==> config.mk <==
export PLATFORM = sky130hd
export DESIGN_NAME = pipe_hazard_ctrl_flat
export DESIGN_NICKNAME = d
export VERILOG_FILES = /design/src/rtl/pipe_hazard_ctrl_if.sv /design/src/rtl/pipe_hazard_ctrl.sv /design/src/flat_wrapper.sv
export SDC_FILE = /design/constraint.sdc
export NUM_CORES = 1
export LEC_CHECK = 0
export CORE_UTILIZATION = 40
export DETAILED_ROUTE_END_ITERATION = 8
export HOLD_SLACK_MARGIN = 0.03
export PLACE_DENSITY = 0.69
export SLEW_MARGIN = 20
export SYNTH_ARGS = -nofsm -noshare
export SYNTH_HDL_FRONTEND = slang
export SYNTH_SLANG_ARGS = --single-unit
==> constraint.sdc <==
create_clock -name clk -period 2.4 [get_ports clk]
set_input_delay 0.24 -clock clk [delete_from_list [all_inputs] [get_ports clk]]
set_output_delay 0.24 -clock clk [all_outputs]
set_load 0.03 [all_outputs]
==> src/rtl/pipe_hazard_ctrl_if.sv <==
// Hazard-control bundle between the pipeline datapath and pipe_hazard_ctrl.
//   master : datapath side; drives run and the hazard-detection taps,
//            receives the PC / pipeline-register controls.
//   slave  : controller side (pipe_hazard_ctrl).
// Signals:
//   run              pipeline enable (1 = execute, 0 = drain then halt)
//   id_rs, id_rt     IF/ID source register fields [25:21], [20:16]
//   id_uses_rt       ID-stage instruction reads rt
//   ex_mem_read      ID/EX MemRead
//   ex_rt            ID/EX load destination [20:16]
//   mem_branch_taken EX/MEM Branch & Zflag
//   pc_we, pc_src    PC load enable, PC mux select (1 = branch target)
//   ifid_we          IF/ID load enable
//   ifid_flush       IF/ID loads a bubble
//   idex_flush       ID/EX control bits load zero
//   exmem_flush      EX/MEM control bits load zero
interface pipe_hazard_ctrl_if;
  logic       run;
  logic [4:0] id_rs;
  logic [4:0] id_rt;
  logic       id_uses_rt;
  logic       ex_mem_read;
  logic [4:0] ex_rt;
  logic       mem_branch_taken;
  logic       pc_we;
  logic       pc_src;
  logic       ifid_we;
  logic       ifid_flush;
  logic       idex_flush;
  logic       exmem_flush;

  modport master (
    output run, id_rs, id_rt, id_uses_rt, ex_mem_read, ex_rt, mem_branch_taken,
    input  pc_we, pc_src, ifid_we, ifid_flush, idex_flush, exmem_flush
  );

  modport slave (
    input  run, id_rs, id_rt, id_uses_rt, ex_mem_read, ex_rt, mem_branch_taken,
    output pc_we, pc_src, ifid_we, ifid_flush, idex_flush, exmem_flush
  );
endinterface

==> src/rtl/pipe_hazard_ctrl.sv <==
// Pipeline hazard controller: load-use stall, taken-branch flush and a
// run/drain/halt sequencer for a classic 5-stage pipeline.
// Ports:
//   clk        clock, rising-edge
//   rst        synchronous active-high reset
//   hz         hazard-control bundle (slave side)
//   state      current FSM state
//   halted     high only in HALTED
//   stall_cnt  load-use stall cycles, saturating
//   flush_cnt  taken-branch flush events, saturating
//
// state   | meaning
// --------+----------------------------------------------------------
// IDLE    | out of reset, pipeline frozen, waits for run
// RUN     | normal execution; stalls/flushes serviced
// DRAIN   | injecting bubbles into IF/ID for DRAIN_LEN cycles
// HALTED  | pipeline empty and frozen, waits for run to resume
module pipe_hazard_ctrl #(
  parameter int CNT_W     = 16,
  parameter int DRAIN_LEN = 4
) (
  input  logic              clk,
  input  logic              rst,
  pipe_hazard_ctrl_if.slave hz,
  output logic [1:0]        state,
  output logic              halted,
  output logic [CNT_W-1:0]  stall_cnt,
  output logic [CNT_W-1:0]  flush_cnt
);

  localparam logic [1:0] S_IDLE   = 2'd0;
  localparam logic [1:0] S_RUN    = 2'd1;
  localparam logic [1:0] S_DRAIN  = 2'd2;
  localparam logic [1:0] S_HALTED = 2'd3;

  localparam int DW = $clog2(DRAIN_LEN + 1);
  localparam logic [DW-1:0] DRAIN_RELOAD = DW'(DRAIN_LEN);

  logic [1:0]       state_q, state_d;
  logic [DW-1:0]    drain_cnt_q, drain_cnt_d;
  logic [CNT_W-1:0] stall_cnt_q, stall_cnt_d;
  logic [CNT_W-1:0] flush_cnt_q, flush_cnt_d;

  logic hazard;
  logic active;
  logic taken;
  logic stall;

  always_comb begin
    hazard = hz.ex_mem_read && (hz.ex_rt != 5'd0) &&
             ((hz.ex_rt == hz.id_rs) ||
              (hz.id_uses_rt && (hz.ex_rt == hz.id_rt)));
    active = (state_q == S_RUN) || (state_q == S_DRAIN);
    // taken has priority: a branch flush also squashes the stalled instruction
    taken  = active && hz.mem_branch_taken;
    stall  = active && hazard && !taken;
  end

  // Mealy control outputs; held at IDLE values while rst is asserted
  always_comb begin
    hz.pc_we       = 1'b0;
    hz.pc_src      = 1'b0;
    hz.ifid_we     = 1'b0;
    hz.ifid_flush  = 1'b0;
    hz.idex_flush  = 1'b0;
    hz.exmem_flush = 1'b0;
    if (!rst && active) begin
      if (taken) begin
        hz.pc_we       = 1'b1;
        hz.pc_src      = 1'b1;
        hz.ifid_we     = 1'b1;
        hz.ifid_flush  = 1'b1;
        hz.idex_flush  = 1'b1;
        hz.exmem_flush = 1'b1;
      end else if (stall) begin
        hz.idex_flush  = 1'b1;
      end else if (state_q == S_RUN) begin
        hz.pc_we       = 1'b1;
        hz.ifid_we     = 1'b1;
      end else begin
        // drain: PC frozen, bubbles pushed into IF/ID
        hz.ifid_we     = 1'b1;
        hz.ifid_flush  = 1'b1;
      end
    end
  end

  always_comb begin
    state_d     = state_q;
    drain_cnt_d = drain_cnt_q;
    case (state_q)
      S_IDLE: begin
        if (hz.run) state_d = S_RUN;
      end
      S_RUN: begin
        if (!hz.run) begin
          state_d     = S_DRAIN;
          drain_cnt_d = DRAIN_RELOAD;
        end
      end
      S_DRAIN: begin
        // run is ignored here: a started drain always completes
        if (taken) begin
          drain_cnt_d = DRAIN_RELOAD;
        end else if (stall) begin
          drain_cnt_d = drain_cnt_q;
        end else if (drain_cnt_q <= DW'(1)) begin
          state_d     = S_HALTED;
          drain_cnt_d = '0;
        end else begin
          drain_cnt_d = drain_cnt_q - DW'(1);
        end
      end
      default: begin
        if (hz.run) state_d = S_RUN;
      end
    endcase
  end

  always_comb begin
    stall_cnt_d = stall_cnt_q;
    flush_cnt_d = flush_cnt_q;
    if (stall && !(&stall_cnt_q)) stall_cnt_d = stall_cnt_q + CNT_W'(1);
    if (taken && !(&flush_cnt_q)) flush_cnt_d = flush_cnt_q + CNT_W'(1);
  end

  always_ff @(posedge clk) begin
    if (rst) begin
      state_q     <= S_IDLE;
      drain_cnt_q <= '0;
      stall_cnt_q <= '0;
      flush_cnt_q <= '0;
    end else begin
      state_q     <= state_d;
      drain_cnt_q <= drain_cnt_d;
      stall_cnt_q <= stall_cnt_d;
      flush_cnt_q <= flush_cnt_d;
    end
  end

  assign state     = state_q;
  assign halted    = (state_q == S_HALTED);
  assign stall_cnt = stall_cnt_q;
  assign flush_cnt = flush_cnt_q;

endmodule

==> src/flat_wrapper.sv <==
// flat-port wrapper written by rule: the top's interface ports become plain ports
module pipe_hazard_ctrl_flat 
#(
  parameter int CNT_W     = 16,
  parameter int DRAIN_LEN = 4
)
  (clk, rst, state, halted, stall_cnt, flush_cnt, hz_run, hz_id_rs, hz_id_rt, hz_id_uses_rt, hz_ex_mem_read, hz_ex_rt, hz_mem_branch_taken, hz_pc_we, hz_pc_src, hz_ifid_we, hz_ifid_flush, hz_idex_flush, hz_exmem_flush);
  pipe_hazard_ctrl_if hz_i ();
  input  logic clk;
  input  logic rst;
  output logic [1:0] state;
  output logic halted;
  output logic [CNT_W-1:0] stall_cnt;
  output logic [CNT_W-1:0] flush_cnt;
  input wire logic [$bits(hz_i.run)-1:0] hz_run;
  input wire logic [$bits(hz_i.id_rs)-1:0] hz_id_rs;
  input wire logic [$bits(hz_i.id_rt)-1:0] hz_id_rt;
  input wire logic [$bits(hz_i.id_uses_rt)-1:0] hz_id_uses_rt;
  input wire logic [$bits(hz_i.ex_mem_read)-1:0] hz_ex_mem_read;
  input wire logic [$bits(hz_i.ex_rt)-1:0] hz_ex_rt;
  input wire logic [$bits(hz_i.mem_branch_taken)-1:0] hz_mem_branch_taken;
  output wire logic [$bits(hz_i.pc_we)-1:0] hz_pc_we;
  output wire logic [$bits(hz_i.pc_src)-1:0] hz_pc_src;
  output wire logic [$bits(hz_i.ifid_we)-1:0] hz_ifid_we;
  output wire logic [$bits(hz_i.ifid_flush)-1:0] hz_ifid_flush;
  output wire logic [$bits(hz_i.idex_flush)-1:0] hz_idex_flush;
  output wire logic [$bits(hz_i.exmem_flush)-1:0] hz_exmem_flush;
  assign hz_i.run = hz_run;
  assign hz_i.id_rs = hz_id_rs;
  assign hz_i.id_rt = hz_id_rt;
  assign hz_i.id_uses_rt = hz_id_uses_rt;
  assign hz_i.ex_mem_read = hz_ex_mem_read;
  assign hz_i.ex_rt = hz_ex_rt;
  assign hz_i.mem_branch_taken = hz_mem_branch_taken;
  assign hz_pc_we = hz_i.pc_we;
  assign hz_pc_src = hz_i.pc_src;
  assign hz_ifid_we = hz_i.ifid_we;
  assign hz_ifid_flush = hz_i.ifid_flush;
  assign hz_idex_flush = hz_i.idex_flush;
  assign hz_exmem_flush = hz_i.exmem_flush;
  pipe_hazard_ctrl #(.CNT_W(CNT_W), .DRAIN_LEN(DRAIN_LEN)) u_core (.clk(clk), .rst(rst), .hz(hz_i), .state(state), .halted(halted), .stall_cnt(stall_cnt), .flush_cnt(flush_cnt));
endmodule
After elaboration in Yosys (flattened, before gate mapping)
Cells that the tools add are included.
{"block": "classes", "n_mux": 27, "reduce_logical": 22, "bitwise_logic": 0, "n_mul": 0, "n_shift": 0, "addsub": 3, "n_lt_le_gt_ge": 1, "n_div": 0, "n_eq_ne": 10}
{"operator": "16-bit by 1-bit adder with 16-bit output, second input constant", "count": 2}
{"operator": "16-bit AND reduction", "count": 2}
{"operator": "1-bit 2-to-1 mux", "count": 16}
{"operator": "3-bit 2-to-1 mux", "count": 4}
{"operator": "5-bit equality test", "count": 2}
{"operator": "2-bit 2-to-1 mux", "count": 5}
{"operator": "1-bit logical AND", "count": 9}
{"operator": "2-bit inequality test, second input constant", "count": 4}
{"operator": "3-bit one-hot mux with 2 select lines", "count": 1}
{"operator": "5-bit AND reduction", "count": 1}
{"operator": "5-bit nonzero test", "count": 1}
{"operator": "2-bit equality test, second input constant", "count": 2}
{"operator": "1-bit zero test", "count": 4}
{"operator": "2-bit one-hot mux with 2 select lines", "count": 1}
{"operator": "3-bit by 1-bit less-or-equal comparator with 1-bit output, second input constant", "count": 1}
{"operator": "3-bit by 2-bit inequality test with 1-bit output, second input constant", "count": 1}
{"operator": "3-bit AND reduction", "count": 1}
{"operator": "3-bit nonzero test", "count": 1}
{"operator": "3-bit by 1-bit subtractor with 3-bit output, second input constant", "count": 1}
{"operator": "2-bit by 1-bit equality test with 1-bit output, second input constant", "count": 1}
{"operator": "1-bit logical OR", "count": 2}
{"operator": "2-bit nonzero test", "count": 1}
{"block": "totals", "ramBits": 0, "mem_bits_ro": 0, "word_cells": 67, "latch_bits": 0, "ff_bits": 37, "mem_count": 0}

Depth between registers and ports, before layout
Gate-level depths: netlist of the first run.
{"block": "depth", "word_depth": 9, "ltp_mapped": 8}

Worst setup path after synthesis of the first run
No wires, ideal clock.
{"block": "synth_path", "path_type": "flip-flop to flip-flop", "start": "register u_core.state_q[0] (netlist: u_core.state[0])", "end": "register u_core.stall_cnt_q[6] (netlist: u_core.stall_cnt[6])", "path_buffers": 0, "synth_period_minus_slack_ps": 2457, "path_stages_with_launch": 9, "slack_ps": -57, "t_arrival_ps": 2387, "path_cell_list": "dfxtp_1 > inv_1 > ha_1 > nor2_2 > inv_1 > a311oi_4 > nand2_2 > or4_1 > a21oi_1"}
{"block": "synth_between", "elab_chain_len": 6, "elab_cells_between_ends": 8}
{"item": "start, declared", "line": "pipe_hazard_ctrl.sv:39", "rtl": "logic [1:0] state_q, state_d;"}
{"item": "start signal, assigned", "line": "pipe_hazard_ctrl.sv:134", "rtl": "state_q <= state_d;"}
{"item": "2-bit by 1-bit equality test with 1-bit output / 2-bit equality test (equally long branches)", "line": "pipe_hazard_ctrl.sv:53", "rtl": "active = (state_q == S_RUN) || (state_q == S_DRAIN);"}
{"item": "1-bit logical OR *", "line": "pipe_hazard_ctrl.sv:53"}
{"item": "1-bit logical AND", "line": "pipe_hazard_ctrl.sv:55", "rtl": "taken = active && hz.mem_branch_taken;"}
{"item": "1-bit zero test", "line": "pipe_hazard_ctrl.sv:56", "rtl": "stall = active && hazard && !taken;"}
{"item": "1-bit logical AND *", "line": "pipe_hazard_ctrl.sv:56"}
{"item": "1-bit logical AND *", "line": "pipe_hazard_ctrl.sv:123", "rtl": "if (stall && !(&stall_cnt_q)) stall_cnt_d = stall_cnt_q + CNT_W'(1);"}
{"item": "end signal, assigned", "line": "pipe_hazard_ctrl.sv:136", "rtl": "stall_cnt_q <= stall_cnt_d;"}
{"item": "end, declared", "line": "pipe_hazard_ctrl.sv:41", "rtl": "logic [CNT_W-1:0] stall_cnt_q, stall_cnt_d;"}
Mark *: on every way between the ends. The rest lies on a longest branch, timed or not.
A chain may end at the register's enable or synchronous reset.

Final worst setup path of the first run
{"block": "layout_path", "start": "input hz_ex_rt[0]", "end": "output hz_pc_we"}
{"block": "layout_between", "elab_chain_len": 9, "elab_cells_between_ends": 12}
{"item": "start, declared", "line": "flat_wrapper.sv:20", "rtl": "input wire logic [$bits(hz_i.ex_rt)-1:0] hz_ex_rt;"}
{"item": "5-bit equality test", "line": "pipe_hazard_ctrl.sv:52", "rtl": "(hz.id_uses_rt && (hz.ex_rt == hz.id_rt)));"}
{"item": "1-bit logical AND", "line": "pipe_hazard_ctrl.sv:52"}
{"item": "1-bit logical OR", "line": "pipe_hazard_ctrl.sv:51", "rtl": "((hz.ex_rt == hz.id_rs) ||"}
{"item": "1-bit logical AND *", "line": "pipe_hazard_ctrl.sv:50", "rtl": "hazard = hz.ex_mem_read && (hz.ex_rt != 5'd0) &&"}
{"item": "1-bit logical AND * (2 in series)", "line": "pipe_hazard_ctrl.sv:56"}
{"item": "1-bit 2-to-1 mux *", "line": "pipe_hazard_ctrl.sv:75", "rtl": "end else if (stall) begin"}
{"item": "1-bit 2-to-1 mux *", "line": "pipe_hazard_ctrl.sv:68", "rtl": "if (taken) begin"}
{"item": "1-bit 2-to-1 mux *", "line": "pipe_hazard_ctrl.sv:67", "rtl": "if (!rst && active) begin"}
{"item": "end, declared", "line": "flat_wrapper.sv:22", "rtl": "output wire logic [$bits(hz_i.pc_we)-1:0] hz_pc_we;"}
Marks and branches as above.

==> flow_summary.toml, run 1 <==
[run_status]
status = "completed"

[grt]
grt_start_max_net_pins = 27
antenna_found_initial = 0
grt_usage_pct = 18.0
grt_pass1_vias = 1753
overflow = 0
grt_pass1_wl_um = 7720

[floorplan]
die_w_um = 74.5
fp-row-count = 26
start_util_pct = 41.4
core-area_mm2 = 0.00507
dieArea_mm2 = 0.00555
die_height_um = 74.5
pin_count = 62

[sta]
fin_ws_ns = 0.0968
finalCritPeriodShare_pct = 96.0
max_freq_ghz = 0.434
finClkSkew_ns = 0.00497
slew_headroom_pct = 67.5
tns_ns = 0
finalSetupViolCount = 0
tightest_slew_ns = 0.487
rsz0062_at_grt = "no"
drv_slew = 0
period_minus_slack_ns = 2.30
hold_viol = 0

[clock_tree]
post_cts_buffers = 0
cts_max_level = 2
clock_sinks = 37
numCtsBuffers = 5
hold_buffers = 0
clk_latency_ns = 0.28
cts_tree = "yes"
cts_resized = 0
cts.path.max_buffers = 2
clkTransAtPathRegs_ns = 0.07
cts-root-buf = "clkbuf_8"

[hold_path]
hold_class = "reg2reg"

[routing]
detail_route.wirelength_um = 4660
antenna_left = 0
drt_iter0_drc = 62
drtPass1Iterations = 4
vias = 1959
drc_errors = 0
vias_per_cell = 5.01
wl_per_cell_um = 11.9

[placed_design]
port_buffers = 61
post-place-ws_ns = 0.0756
place.gp.congestion = 0.762
dp_hpwl_um = 3590
dpl_cell_area_mm2 = 0.00285

[logic_synthesis]
synth.distinct_cells = 45
syn-cell-area_mm2 = 0.00210
synth_seq_cells = 37
synth_area_per_cell_um2 = 8.51
yosys_warnings = 0
ys.flop_type = "dfxtp_1"
synth_nets = 276
synth_edf_count = 0
ys_seq_area_share_pct = 35.2
ys_async_sr_fraction_pct = 0
synthCells = 247

[critical_path]
crit_chain = "clkdlybuf4s50_1, or4_4, o21a_1, nand2_1, a21oi_1, nor3_1, buf_4"
critPathTopFamily = "simple AND/OR/NAND/NOR gates"
cp-end-kind = "output pin"
cp_slowest_cell = "or4_4"
arrival_ns = 2.06
cp_num_buf_inv = 2
setup.worst_path.start_class = "input port"
cpPeakStageDelay_ns = 0.59
path_class = "in2out"
worstPathMaxFanout = 3
cp_data_required_time_ns = 2.16

[finish]
antenna_cells = 0
drive_above_1_share_pct = 11.8
area_growth_pct = 39.3
final_cell_area_mm2 = 0.00293
layout_common_cells = "clkdlybuf4s50_1, nor2_1, dfxtp_1"
finalNetCount = 349
final_core_util_pct = 57.7
layout_commonest_cell = "clkdlybuf4s50_1"

[pwr]
ir_drop_uv = 291
leakagePower_uw = 0.00108
power_density_mw_per_mm2 = 640

[job]
drv_cap = 0
==> cell families after synthesis <==
kind of cell | count (synthesis) | synth area share [%]
buf+inv | 18 | 3.63
mux | 3 | 1.43
simple gates | 115 | 27.6
flops | 37 | 35.2
compound gates | 31 | 12.7
xor+xnor | 35 | 14.6
fa+ha+maj | 8 | 4.76
==> power breakdown <==
group          switching, uW  internal, uW
Sequential              43.1           651
Clock                    211           201
Combinational            416           351
Total                    670          1200
==> worst paths after layout <==
kind / startpoint / end / slack [ns] / cells after the start
hold / removal: u_core.stall_cnt[6] / u_core.stall_cnt[6] / 0.52 / 2
setup reg to reg: u_core.state[0] / u_core.stall_cnt[6] / 0.18 / 8
setup / recovery: hz_ex_rt[0] / hz_pc_we / 0.1 / 7
hold reg to reg: u_core.stall_cnt[6] / u_core.stall_cnt[6] / 0.52 / 2
==> worst register-to-register path: stages, from the launching register on <==
cell	delay [ns]
dfxtp_2	0.38
inv_1	0.05
ha_1	0.37
nor2_2	0.15
inv_1	0.07
a311oi_4	0.40
nand2_2	0.18
or4_1	0.42
a21oi_1	0.15
==> synth_stat cells, types with 2 or more instances <==
cell type  number  area share, %
a211oi_1        2           0.71
a21oi_1         8            1.9
a31oi_1         2           0.60
and2_1          2           0.60
and3_1          8            2.4
buf_4           2           0.71
clkbuf_1        5           0.89
dfxtp_1        37             35
ha_1            8            4.8
inv_1          10            1.8
mux2i_1         3            1.4
nand2_1        13            2.3
nand3_1        19            4.5
nand3b_1        2           0.71
nand4_1        10            3.0
nor2_1         41            7.3
nor3_1          6            1.4
o21a_1          4            1.4
o21ai_0         3           0.71
o31ai_1         3            1.1
or3_1           2           0.60
xnor2_1        16            6.7
xor2_1         19            7.9
==> layout make-up <==
cell class / instances / area, um2
clock buffers: 6 / 72.6
inverters: 10 / 37.5
flip-flops and latches: 37 / 742
fillers: 504 / 2150
multi-input cells: 192 / 1280
well taps: 70 / 87.6
clock inverters: 2 / 10.0
repair buffers: 74 / 693
==> metrics by stage <==
step / total power, uW / instances / hold WS [ns]
finish: 1870 / 391 / 0.520
global route: 1990 / 391 / 0.551
CTS: 1900 / 391 / 0.515
detailed placement: 1480 / 383 / 0.495
global placement: 1470 / 383 / 0.494
floorplan: 1190 / 247 / 0.464
==> flip-flops by register name (all words and copies together), names as in the netlist <==
signal and flops:
u_core.flush_cnt 16, u_core.stall_cnt 16, u_core.drain_cnt_q 3, u_core.state 2
==> routing by layer <==
layer	up-vias	wire length (um)	GRT usage (%)	part of all wire, %
met5	-	0	0	0
met4	0	53	5.66	1.1
met3	5	138	3.66	3.0
met2	36	2250	29.7	48
met1	913	2210	23.5	47
li1	1005	-	-	-
No activity file was read; power rests on OpenSTA's default activity.
==> run 2: changes to the inputs <==
MAX_ROUTING_LAYER = met4   (was default)
==> run 2 against run 1 <==
Against the previous run: critical path depth stayed put; die area stayed put; routed wire length is 0.69% higher; via count is 0.10% higher; non-clock buffer count stayed put; first-iteration DRC count is 15% lower; combinational power hardly changed; count of clock-buffer cells in the layout stayed put; worst hold slack hardly changed; global-route usage is 0.42 points higher; total power hardly changed; critical path type unchanged; largest power group unchanged.
==> flow_summary.toml, run 2 (same netlist as run 1, synthesis figures left out) <==
[floorplan]
die_w_um = 74.5
fp-row-count = 26
dieArea_mm2 = 0.00555
start_util_pct = 41.4
die_height_um = 74.5
pin_count = 62
core-area_mm2 = 0.00507

[finish]
area_growth_pct = 39.3
finalNetCount = 349
layout_commonest_cell = "clkdlybuf4s50_1"
drive_above_1_share_pct = 11.8
antenna_cells = 0
final_core_util_pct = 57.7
multi_input_area_mm2 = 0.00128
seq_area_um2 = 742
layout_common_cells = "clkdlybuf4s50_1, nor2_1, dfxtp_1"
fill_cells = 504

[grt]
grt_usage_pct = 18.4
overflow = 0
antenna_found_initial = 0
grt_start_max_net_pins = 27
grt_pass1_wl_um = 7690
grt_pass1_vias = 1752

[hold_path]
hold_class = "reg2reg"

[routing]
wl_per_cell_um = 12.0
antenna_left = 0
vias = 1961
drtPass1Iterations = 4
drc_errors = 0
drt_iter0_drc = 53
vias_per_cell = 5.02
detail_route.wirelength_um = 4690

[pwr]
leakagePower_uw = 0.00108
power_uw = 1880
power_density_mw_per_mm2 = 641
ir_drop_uv = 291

[placed_design]
dp_hpwl_um = 3590
port_buffers = 61
place.gp.congestion = 0.772

[critical_path]
setup.worst_path.start_class = "input port"
crit_chain = "clkdlybuf4s50_1, or4_4, o21a_1, nand2_1, a21oi_1, nor3_1, buf_4"
crit_cells = 7
cp-end-kind = "output pin"
r2r_start = "u_core.state[0]"
cp-endpoint = "hz_pc_we"
cp_num_buf_inv = 2
cpPeakStageDelay_ns = 0.59
worstPathMaxFanout = 3
reg2reg_depth = 8
arrival_ns = 2.06
path_class = "in2out"
cp_data_required_time_ns = 2.16
r2r_setup_slack_ns = 0.17
cp-startpoint = "hz_ex_rt[0]"
critPathTopFamily = "simple AND/OR/NAND/NOR gates"
r2r-end = "u_core.stall_cnt[6]"
cp_slowest_cell = "or4_4"

[clock_tree]
clkTransAtPathRegs_ns = 0.07
clk_latency_ns = 0.28
cts_max_level = 2
post_cts_buffers = 0
hold_buffers = 0
cts_resized = 0
cts_tree = "yes"
clock_sinks = 37
cts.path.max_buffers = 2
cts-root-buf = "clkbuf_8"
numCtsBuffers = 5

[sta]
max_freq_ghz = 0.435
drv_slew = 0
finClkSkew_ns = 0.00527
hold_viol = 0
slew_headroom_pct = 67.5
finalCritPeriodShare_pct = 95.9
tns_ns = 0
finalSetupViolCount = 0
period_minus_slack_ns = 2.30
rsz0062_at_grt = "no"
tightest_slew_ns = 0.487

[run_status]
status = "completed"

[job]
drv_cap = 0
## run 2: per-layer routing
layer / track usage, % / share of wire [%] / up-vias
li1: - / - / 1006
met1: 23.4 / 48 / 919
met2: 29.6 / 48 / 31
met3: 2.85 / 2.8 / 5
met4: 6.29 / 1.1 / 0
met5: - / 0 / -
## run 2: how the worst min path moves through the flow
stage	from	to	slack, ns	cells past startpoint
after global routing	u_core.stall_cnt[6]	u_core.stall_cnt[6]	0.55	2
after floorplan	hz_run	u_core.drain_cnt_q[0]	0.46	3
after global placement	u_core.stall_cnt[6]	u_core.stall_cnt[6]	0.49	2
final	u_core.stall_cnt[6]	u_core.stall_cnt[6]	0.52	2
after detailed placement	u_core.stall_cnt[6]	u_core.stall_cnt[6]	0.49	2
after CTS	u_core.stall_cnt[6]	u_core.stall_cnt[6]	0.51	2
## run 2: worst register-to-register path, cell delays in order (launching register included)
cell,delay (ns)
dfxtp_2,0.38
inv_1,0.05
ha_1,0.37
nor2_2,0.15
inv_1,0.07
a311oi_4,0.41
nand2_2,0.18
or4_1,0.42
a21oi_1,0.15
## run 2: area by class of cell
cell class / count / area share [%]
multi-input cells: 192 / 43.9
flip-flops and latches: 37 / 25.3
repair buffers: 74 / 23.7
well taps: 70 / 2.99
clock buffers: 6 / 2.48
inverters: 10 / 1.28
clock inverters: 2 / 0.342
## run 2: per-stage QoR
stage / worst slack (ns) / area (um2) / hold slack [ns] / std cells
5_1_grt: 0.0132 / 2930 / 0.551 / 391
4_1_cts: 0.0747 / 2930 / 0.515 / 391
3_5_place_dp: 0.0756 / 2850 / 0.495 / 383
6_report: 0.0988 / 2930 / 0.520 / 391
2_1_floorplan: 0.0577 / 2100 / 0.464 / 247
3_3_place_gp: 0.113 / 2850 / 0.494 / 383
## run 2: where the power goes
| group | switching [uW] | internal (uW) | total (uW) |
|---|---|---|---|
| combinational | 418 | 351 | 769 |
| clock | 211 | 201 | 412 |
| sequential | 43.1 | 651 | 694 |
